==> config.mk <==
export PLATFORM = sky130hd
export DESIGN_NAME = rastreador_extremos
export DESIGN_NICKNAME = d
export VERILOG_FILES = /design/src/rtl/rastreador_pkg.sv /design/src/rtl/comparador_magnitude.sv /design/src/rtl/rastreador_extremos.sv
export SDC_FILE = /design/constraint.sdc
export NUM_CORES = 1
export LEC_CHECK = 0
export ABC_CLOCK_PERIOD_IN_PS = 4700
export CORE_ASPECT_RATIO = 0.9
export CORE_MARGIN = 2
export CORE_UTILIZATION = 30
export DETAILED_ROUTE_END_ITERATION = 8
export GPL_TIMING_DRIVEN = 0
export SYNTH_ARGS = -nofsm -noshare
export SYNTH_HDL_FRONTEND = slang
export SYNTH_HIERARCHICAL = 1
export SYNTH_SLANG_ARGS = --single-unit
==> constraint.sdc <==
create_clock -name clk -period 4.7 [get_ports clk]
set_input_delay 1.41 -clock clk [delete_from_list [all_inputs] [get_ports clk]]
set_output_delay 1.41 -clock clk [all_outputs]
set_load 0.03 [all_outputs]
==> src/rtl/rastreador_pkg.sv <==
// rastreador_pkg: shared types and default sizing for the windowed
// max/min tracker (rastreador_extremos) and its magnitude comparator.
//   estado_t       : window FSM states
//   LARGURA_PADRAO : default sample width
//   JANELA_PADRAO  : default samples per window
package rastreador_pkg;

  localparam int LARGURA_PADRAO = 4;
  localparam int JANELA_PADRAO  = 8;

  typedef enum logic [1:0] {
    VAZIO      = 2'd0,  // no sample in the window yet
    ACUMULANDO = 2'd1,  // at least one sample accepted
    PUBLICANDO = 2'd2   // one-cycle publish of the window extremes
  } estado_t;

endpackage

==> src/rtl/comparador_magnitude.sv <==
// comparador_magnitude: purely combinational magnitude comparator, A vs B.
// Ports:
//   A, B  in  [LARGURA-1:0]  operands
//   igual out                A == B
//   maior out                A >  B
//   menor out                A <  B
// Build option: RASTREADOR_SINAL_EN defined -> operands are two's-complement
// signed; otherwise they are compared as unsigned.
module comparador_magnitude
  import rastreador_pkg::*;
#(
  parameter int LARGURA = LARGURA_PADRAO
) (
  input  logic [LARGURA-1:0] A,
  input  logic [LARGURA-1:0] B,
  output logic               igual,
  output logic               maior,
  output logic               menor
);

  assign igual = (A == B);

`ifdef RASTREADOR_SINAL_EN
  assign maior = ($signed(A) > $signed(B));
  assign menor = ($signed(A) < $signed(B));
`else
  assign maior = (A > B);
  assign menor = (A < B);
`endif

endmodule

==> src/rtl/rastreador_extremos.sv <==
// rastreador_extremos: windowed max/min tracker. Accepts samples over a
// valid/ready handshake, keeps running extremes, and every JANELA accepted
// samples publishes them for one cycle before starting a new window.
// Ports:
//   clk          in   rising-edge clock
//   reset        in   synchronous, active-low reset (0 = reset)
//   valido_in    in   sample valid
//   dado         in   [LARGURA-1:0] sample
//   pronto_out   out  ready; accept = valido_in && pronto_out
//   limpar       in   synchronous abort of the current window
//   maximo       out  [LARGURA-1:0] last published window maximum
//   minimo       out  [LARGURA-1:0] last published window minimum
//   valido_out   out  one-cycle publish strobe
//   novo_maximo  out  pulse: last accepted sample set a new running max
//   novo_minimo  out  pulse: last accepted sample set a new running min
//   contagem     out  samples accepted in the current window
// Build option: RASTREADOR_SINAL_EN selects signed comparison (see
// comparador_magnitude); the default build compares unsigned.
module rastreador_extremos
  import rastreador_pkg::*;
#(
  parameter int LARGURA = LARGURA_PADRAO,
  parameter int JANELA  = JANELA_PADRAO
) (
  input  logic                        clk,
  input  logic                        reset,
  input  logic                        valido_in,
  input  logic [LARGURA-1:0]          dado,
  output logic                        pronto_out,
  input  logic                        limpar,
  output logic [LARGURA-1:0]          maximo,
  output logic [LARGURA-1:0]          minimo,
  output logic                        valido_out,
  output logic                        novo_maximo,
  output logic                        novo_minimo,
  output logic [$clog2(JANELA+1)-1:0] contagem
);

  localparam int CW = $clog2(JANELA+1);
  localparam logic [CW-1:0] ULTIMO = CW'(JANELA - 1);

  estado_t              estado_q, estado_d;
  logic [LARGURA-1:0]   max_run_q, max_run_d;
  logic [LARGURA-1:0]   min_run_q, min_run_d;
  logic [LARGURA-1:0]   maximo_q, maximo_d;
  logic [LARGURA-1:0]   minimo_q, minimo_d;
  logic [CW-1:0]        cont_q, cont_d;
  logic                 nmax_q, nmax_d;
  logic                 nmin_q, nmin_d;

  logic aceita;
  logic limpa_ativo;
  logic fecha_janela;

  logic max_igual, max_maior, max_menor;
  logic min_igual, min_maior, min_menor;
  logic sinal_unused;

  comparador_magnitude #(.LARGURA(LARGURA)) u_cmp_max (
    .A     (dado),
    .B     (max_run_q),
    .igual (max_igual),
    .maior (max_maior),
    .menor (max_menor)
  );

  comparador_magnitude #(.LARGURA(LARGURA)) u_cmp_min (
    .A     (dado),
    .B     (min_run_q),
    .igual (min_igual),
    .maior (min_maior),
    .menor (min_menor)
  );

  // Only strict greater/less drive updates; equal values leave extremes alone.
  assign sinal_unused = &{1'b0, max_igual, max_menor, min_igual, min_maior};

  // limpar outranks a same-cycle sample, but cannot interrupt a publish.
  assign limpa_ativo  = limpar && (estado_q != PUBLICANDO);
  assign aceita       = valido_in && pronto_out && !limpar;
  assign fecha_janela = aceita && (estado_q == ACUMULANDO) && (cont_q == ULTIMO);

  // State register
  always_ff @(posedge clk) begin
    if (!reset) begin
      estado_q <= VAZIO;
    end else begin
      estado_q <= estado_d;
    end
  end

  // Next-state logic
  always_comb begin
    estado_d = estado_q;
    case (estado_q)
      VAZIO: begin
        if (aceita) estado_d = ACUMULANDO;
      end
      ACUMULANDO: begin
        if (limpa_ativo)       estado_d = VAZIO;
        else if (fecha_janela) estado_d = PUBLICANDO;
      end
      PUBLICANDO: estado_d = VAZIO;
      default:    estado_d = VAZIO;
    endcase
  end

  // FSM outputs
  always_comb begin
    pronto_out = reset && (estado_q != PUBLICANDO);
    valido_out = (estado_q == PUBLICANDO);
  end

  // Datapath next-state: running extremes, count, pulses, published values.
  always_comb begin
    max_run_d = max_run_q;
    min_run_d = min_run_q;
    cont_d    = cont_q;
    nmax_d    = 1'b0;
    nmin_d    = 1'b0;
    maximo_d  = maximo_q;
    minimo_d  = minimo_q;
    if (limpa_ativo) begin
      max_run_d = '0;
      min_run_d = '0;
      cont_d    = '0;
    end else if (aceita) begin
      if (estado_q == VAZIO) begin
        max_run_d = dado;
        min_run_d = dado;
        nmax_d    = 1'b1;
        nmin_d    = 1'b1;
        cont_d    = CW'(1);
      end else begin
        if (max_maior) begin
          max_run_d = dado;
          nmax_d    = 1'b1;
        end
        if (min_menor) begin
          min_run_d = dado;
          nmin_d    = 1'b1;
        end
        cont_d = cont_q + CW'(1);
      end
      // Published values are captured at the closing edge so they appear in
      // the same cycle as valido_out, already including the last sample.
      if (fecha_janela) begin
        maximo_d = max_run_d;
        minimo_d = min_run_d;
      end
    end else if (estado_q == PUBLICANDO) begin
      cont_d = '0;
    end
  end

  always_ff @(posedge clk) begin
    if (!reset) begin
      max_run_q <= '0;
      min_run_q <= '0;
      maximo_q  <= '0;
      minimo_q  <= '0;
      cont_q    <= '0;
      nmax_q    <= 1'b0;
      nmin_q    <= 1'b0;
    end else begin
      max_run_q <= max_run_d;
      min_run_q <= min_run_d;
      maximo_q  <= maximo_d;
      minimo_q  <= minimo_d;
      cont_q    <= cont_d;
      nmax_q    <= nmax_d;
      nmin_q    <= nmin_d;
    end
  end

  assign maximo      = maximo_q;
  assign minimo      = minimo_q;
  assign contagem    = cont_q;
  assign novo_maximo = nmax_q;
  assign novo_minimo = nmin_q;

endmodule

==> metrics, run 1 <==
RSZ-0062 raised after global routing=false; die height=66.4 um; largest net degree at the start of global routing=15; critical path depth=4; Mapped Area=1300 um2; Setup violations, final=0; met2 wire length=1.28 mm; Place WS=~0.32 ns; WHS Path Cells=1; Hold EP=minimo[3]; CTS sink count=24; vias in the first global route=just under 1000; cts bufs inserted=3; routed length per instance=between 10 and 15 um; CP required=3.29 ns; Filler Cells Inserted=about 400; Tot Pwr=0.000442 W; cts hold-fix bufs=0; Area after DPL=~1600 um2; FP Rows=22; H-tree depth=1; Post-CTS Resized=0; Worst R2R Setup Slack=2.88 ns; Clk pwr share=about two fifths; Core Area=a little over 4000 um2; min-delay src=minimo[3]; maximum vdd drop=between 0.0001 and 0.00015 V; clk_lat worst skew=0.27 ns; fin. max-slew vios=0; Chip Width=73.3 um; status=finished clean; Final HPWL DP=slightly above 2 mm; crit path DAT=2.97 ns; Final nets=about 180; slowest cell on the critical path=clkdlybuf4s50_1; WL final=around 2.7 mm; Clock Skew=roughly 0.007 ns; initial antenna violation count=0; Hold Crit Class=register to register; GRT Overall Usage=a little under an eighth; internal power=0.000345 W; Metal-1 WL=roughly 1.3 mm; CTS tree=built; Setup TNS=0 ns; crit path cell chain=clkdlybuf4s50_1 -> buf_2 -> and2_1 -> clkdlybuf4s50_1; Routability Congestion=approximately 0.77; Max FO, Critical Path=10; reg2reg end=min_run_q[0]; Residual DRC=0; Post-CTS Setup Inserts=0; via density per instance=about 5; final worst path period share=93.1%; crit-path max cell delay=~0.66 ns; worst reg2reg path depth=9; min Tclk post-route=about 4.4 ns; drt initial violations=15; Initial Util=between 30% and 40%; first drt pass iteration count=4; Syn Nets=roughly 150; relative slew slack=77.8%; Final Hold Viols=0; clk root buf=clkbuf_8; CP delay by family, top=buffers and inverters; DIE AREA=between 4000 and 5000 um2; sequential power share=~47%; Design Area, Final=roughly 1700 um2; CP endpoint kind=primary output; power share of the combinational group=between 10% and 20%; I/O pin total=24; Least-Margin Pin Slew=between 0.3 and 0.4 ns; Pleak=between 0.6 and 0.7 nW; Worst path most repeated cell=clkdlybuf4s50_1; Syn Inst Count=~130; DR WL met3=126 um; Maximum Capacitance Violations=0; ANT cells=0; Synth Area per Inst=between 9 and 10 um2; Sw Share=between 20 and 25%; Worst R2R Start=min_run_q[1]; P&R area growth vs syn=27.9%; clock-pin slew on the worst setup and hold paths=about 0.09 ns; GRT Residual Overflow=0; clk buf depth=2; Crit Path Class=input port to primary output; setup ws final=roughly 0.32 ns; max layer used=met4; Net Sw Power=0.0000975 W; CP bufs+invs=3; Worst setup SP type=input port; Pwr Density=267 nW/um2; routed vias=roughly 1000; synth warn=6; layout cells sized above 1=between 10% and 20%; Max Clk Rate=roughly 230 MHz; first-pass GRT wire length=4.50 mm; Port Buffers=23; post-route antenna net violation count=0
-- registers in the layout, indices dropped and copies added (netlist names) --
name         cells
estado_q         2
contagem         4
novo_minimo      1
novo_maximo      1
min_run_q        4
max_run_q        4
maximo           4
minimo           4
-- worst max-delay path by stage --
stage | from | endpoint
after floorplan | reset | pronto_out
after global placement | reset | pronto_out
after detailed placement | reset | pronto_out
after CTS | reset | pronto_out
after global routing | reset | pronto_out
final | reset | pronto_out
-- power groups by stage --
| stage | sequential (W) | combinational [W] | clock [W] |
|---|---|---|---|
| CTS | 0.000207 | 0.0000532 | 0.000190 |
| global route | 0.000207 | 0.0000578 | 0.000196 |
| global placement | 0.000211 | 0.0000517 | 0 |
| finish | 0.000207 | 0.0000526 | 0.000183 |
| detailed placement | 0.000211 | 0.0000529 | 0 |
| floorplan | 0.000213 | 0.0000327 | 0 |
-- metal layers --
metal | vias to the layer above | global-route usage (%)
met5 | - | 0
met4 | 0 | 2.05
met3 | 2 | 3.66
met2 | 22 | 20.4
met1 | 474 | 15.1
li1 | 520 | -
-- cell usage in the layout, fill, tap and decap left out, types with 2 or more instances in the layout --
cell / instances
o21bai_4: 2
o21ai_0: 9
buf_2: 4
ha_1: 9
clkbuf_8: 3
clkdlybuf4s50_1: 23
dfxtp_1: 24
nand3b_1: 3
and2_1: 2
a21oi_4: 2
nand2_1: 11
o211a_1: 2
mux2i_1: 16
a21oi_1: 11
inv_1: 9
o21bai_2: 2
nor2b_4: 2
nor2_1: 11
-- stage by stage --
step                hold WS (ns)  cells  utilization [%]
floorplan                  0.482    134                -
CTS                        0.522    209             40.4
global route               0.536    209             40.4
finish                     0.514    209             40.4
detailed placement         0.495    205             38.7
global placement           0.492    205             38.7
-- cell type report --
cell class,instances,area [um2],area share (%)
Buffer,5,31.3,1.89
Timing Repair Buffer,23,230,13.9
Clock inverter,1,30.0,1.81
Multi-Input combinational cell,96,751,45.3
Inverter,9,33.8,2.04
Tap cell,48,60.1,3.62
Sequential cell,24,480,29.0
Clock buffer,3,41.3,2.49
Note: power is estimated with default switching activity, not from simulation.
==> run 2, diff against run 1 <==
Settings changed: PLACE_DENSITY_LB_ADDON from default to 0.2, REMOVE_ABC_BUFFERS from default to 1.
==> run 2 against run 1 <==
Effect of this change: hold slack worse by 0.0036 ns; sequential power about the same; largest cell class unchanged; clock power about the same; clock-buffer cell count unchanged; critical path type unchanged; register-to-register slack worse by 0.04 ns; sequential share of layout area up 0.56 points; global-route usage down 0.57 points; clock skew about the same.
==> metrics, run 2 (synthesis results as in run 1) <==
Max Clk Rate=225 MHz (-1.7%); CP delay by family, top=buffers and inverters; Pleak=0.666 nW (-3.5%); Crit Path Class=input port to primary output; maximum vdd drop=0.000140 V (+18%); Multi-input gate area=751 um2 (unchanged); Filler Cells Inserted=394 (-2.0%); largest net degree at the start of global routing=18 (+3); Chip Width=73.3 um (unchanged); layout cells sized above 1=10.3% (-2.8 points); WHS Path Cells=1 (unchanged); WL final=2.55 mm (-5.8%); relative slew slack=56.9% (-21 points); commonest cells after routing, fill and taps aside=dfxtp_1, clkdlybuf4s50_1, mux2i_1; ANT cells=0 (unchanged); Least-Margin Pin Slew=0.646 ns (+0.313 ns); Residual DRC=0 (unchanged); crit path DAT=3.04 ns (+0.07 ns); M3 GR Usage=1.98% (-1.7 points); first-pass GRT wire length=4.14 mm (-8.0%); Worst setup SP type=input port; slowest cell on the critical path=clkdlybuf4s50_1; I/O pin total=24 (unchanged); sequential power share=46.9% (+0.2 points); Setup TNS=0 ns (unchanged); cts hold-fix bufs=0 (unchanged); commonest non-fill, non-tap cell in the layout=dfxtp_1; CP bufs+invs=2 (-1); clk root buf=clkbuf_8; FP Rows=22 (unchanged); die height=66.4 um (unchanged); post-route antenna net violation count=0 (unchanged); vias in the first global route=882 (-11%); clk_lat worst skew=0.27 ns (about the same); min Tclk post-route=4.45 ns (+0.0767 ns); crit path cell chain=clkdlybuf4s50_1 -> and2_1 -> clkdlybuf4s50_1; Design Area, Final=1630 um2 (-1.9%); GRT Overall Usage=11.4% (-0.57 points); CTS tree=built; Port Buffers=23 (unchanged); GRT Residual Overflow=0 (unchanged); Pwr Density=272 nW/um2 (+2.0%); critical path depth=3 (-1); cts bufs inserted=3 (unchanged); Routability Congestion=0.726 (-6.1%); via density per instance=4.84 (-0.57%); Hold Crit Class=register to register; Core Area=4100 um2 (unchanged); met2 Track Usage GR=17.2% (-3.2 points); Post-CTS Resized=0 (unchanged); Max FO, Critical Path=14 (+4); status=finished clean; CP endpoint kind=primary output; initial antenna violation count=0 (unchanged); routed length per instance=12.5 um (-3.5%); Final Hold Viols=0 (unchanged); Setup violations, final=0 (unchanged); Worst path most repeated cell=clkdlybuf4s50_1; Clock Skew=0.00665 ns (-0.000341 ns); H-tree depth=1 (unchanged); routing usage on met1=15.1% (+0.019 points); worst reg2reg path depth=4 (-5); sequential cell area=480 um2 (unchanged); CP required=3.29 ns (about the same); drt initial violations=15 (unchanged); internal power=0.000344 W (-0.28%); P&R area growth vs syn=25.5%; Final HPWL DP=1.78 mm (-13%); DIE AREA=4860 um2 (unchanged); CTS sink count=24 (unchanged); Net Sw Power=0.0000990 W (+1.5%); Clk pwr share=42.0% (+0.6 points); Maximum Capacitance Violations=0 (unchanged); first drt pass iteration count=4 (unchanged); GRT busiest layer=met2; final worst path period share=94.8% (+1.6 points); fin. max-slew vios=0 (unchanged); clock-pin slew on the worst setup and hold paths=0.09 ns (about the same); Post-CTS Setup Inserts=0 (unchanged); Sw Share=22.4% (+0.31 points); Initial Util=31.6% (unchanged); power share of the combinational group=11.1% (-0.8 points); clk buf depth=2 (unchanged); RSZ-0062 raised after global routing=false; Final nets=174 (-2.8%); routed vias=988 (-2.9%); Area after DPL=1560 um2 (-2.0%); crit-path max cell delay=0.77 ns (+0.11 ns)
-- run 2: through the flow --
stage / hold slack (ns) / cells / setup WS [ns] / total power [W] / utilization (%)
after floorplan: 0.482 / 129 / 1.60 / 0.000244 / -
after global placement: 0.483 / 200 / 0.217 / 0.000262 / 37.9
after detailed placement: 0.489 / 200 / 0.225 / 0.000262 / 37.9
after CTS: 0.513 / 204 / 0.221 / 0.000451 / 39.7
after global routing: 0.544 / 204 / 0.168 / 0.000465 / 39.7
final: 0.511 / 204 / 0.246 / 0.000443 / 39.7
-- run 2: metal layers --
metal | share of wire, % | up-vias
li1 | - | 507
met1 | 50 | 464
met2 | 45 | 12
met3 | 2.6 | 5
met4 | 2.4 | 0
met5 | 0 | -
-- run 2: area by class of cell --
class                   count  share of cell area [%]
well taps                  48                    3.69
clock buffers               3                    2.54
clock inverters             1                    1.85
inverters                   9                    2.08
multi-input cells          96                    46.2
repair buffers             23                    14.2
flip-flops and latches     24                    29.5
-- run 2: worst paths after layout --
kind                from    endpoint  slack [ns]
max                reset  pronto_out        0.25
min            maximo[1]   maximo[1]        0.51
max reg2reg  estado_q[0]   maximo[2]        2.84
min reg2reg    maximo[1]   maximo[1]        0.51
-- run 2: worst reg2reg max path: stages (launching register included) --
cell     delay, ns
dfxtp_1       0.54
and4b_2       0.34
nor3b_4       0.59
o21ai_0       0.19
a21oi_1       0.15
-- run 2: power groups by stage --
stage                     sequential (W)  combinational [W]  clock (W)
after floorplan                 0.000214          0.0000303          0
after global placement          0.000212          0.0000497          0
after global routing            0.000208          0.0000544   0.000203
after detailed placement        0.000212          0.0000498          0
final                           0.000208          0.0000494   0.000186
after CTS                       0.000208          0.0000502   0.000193
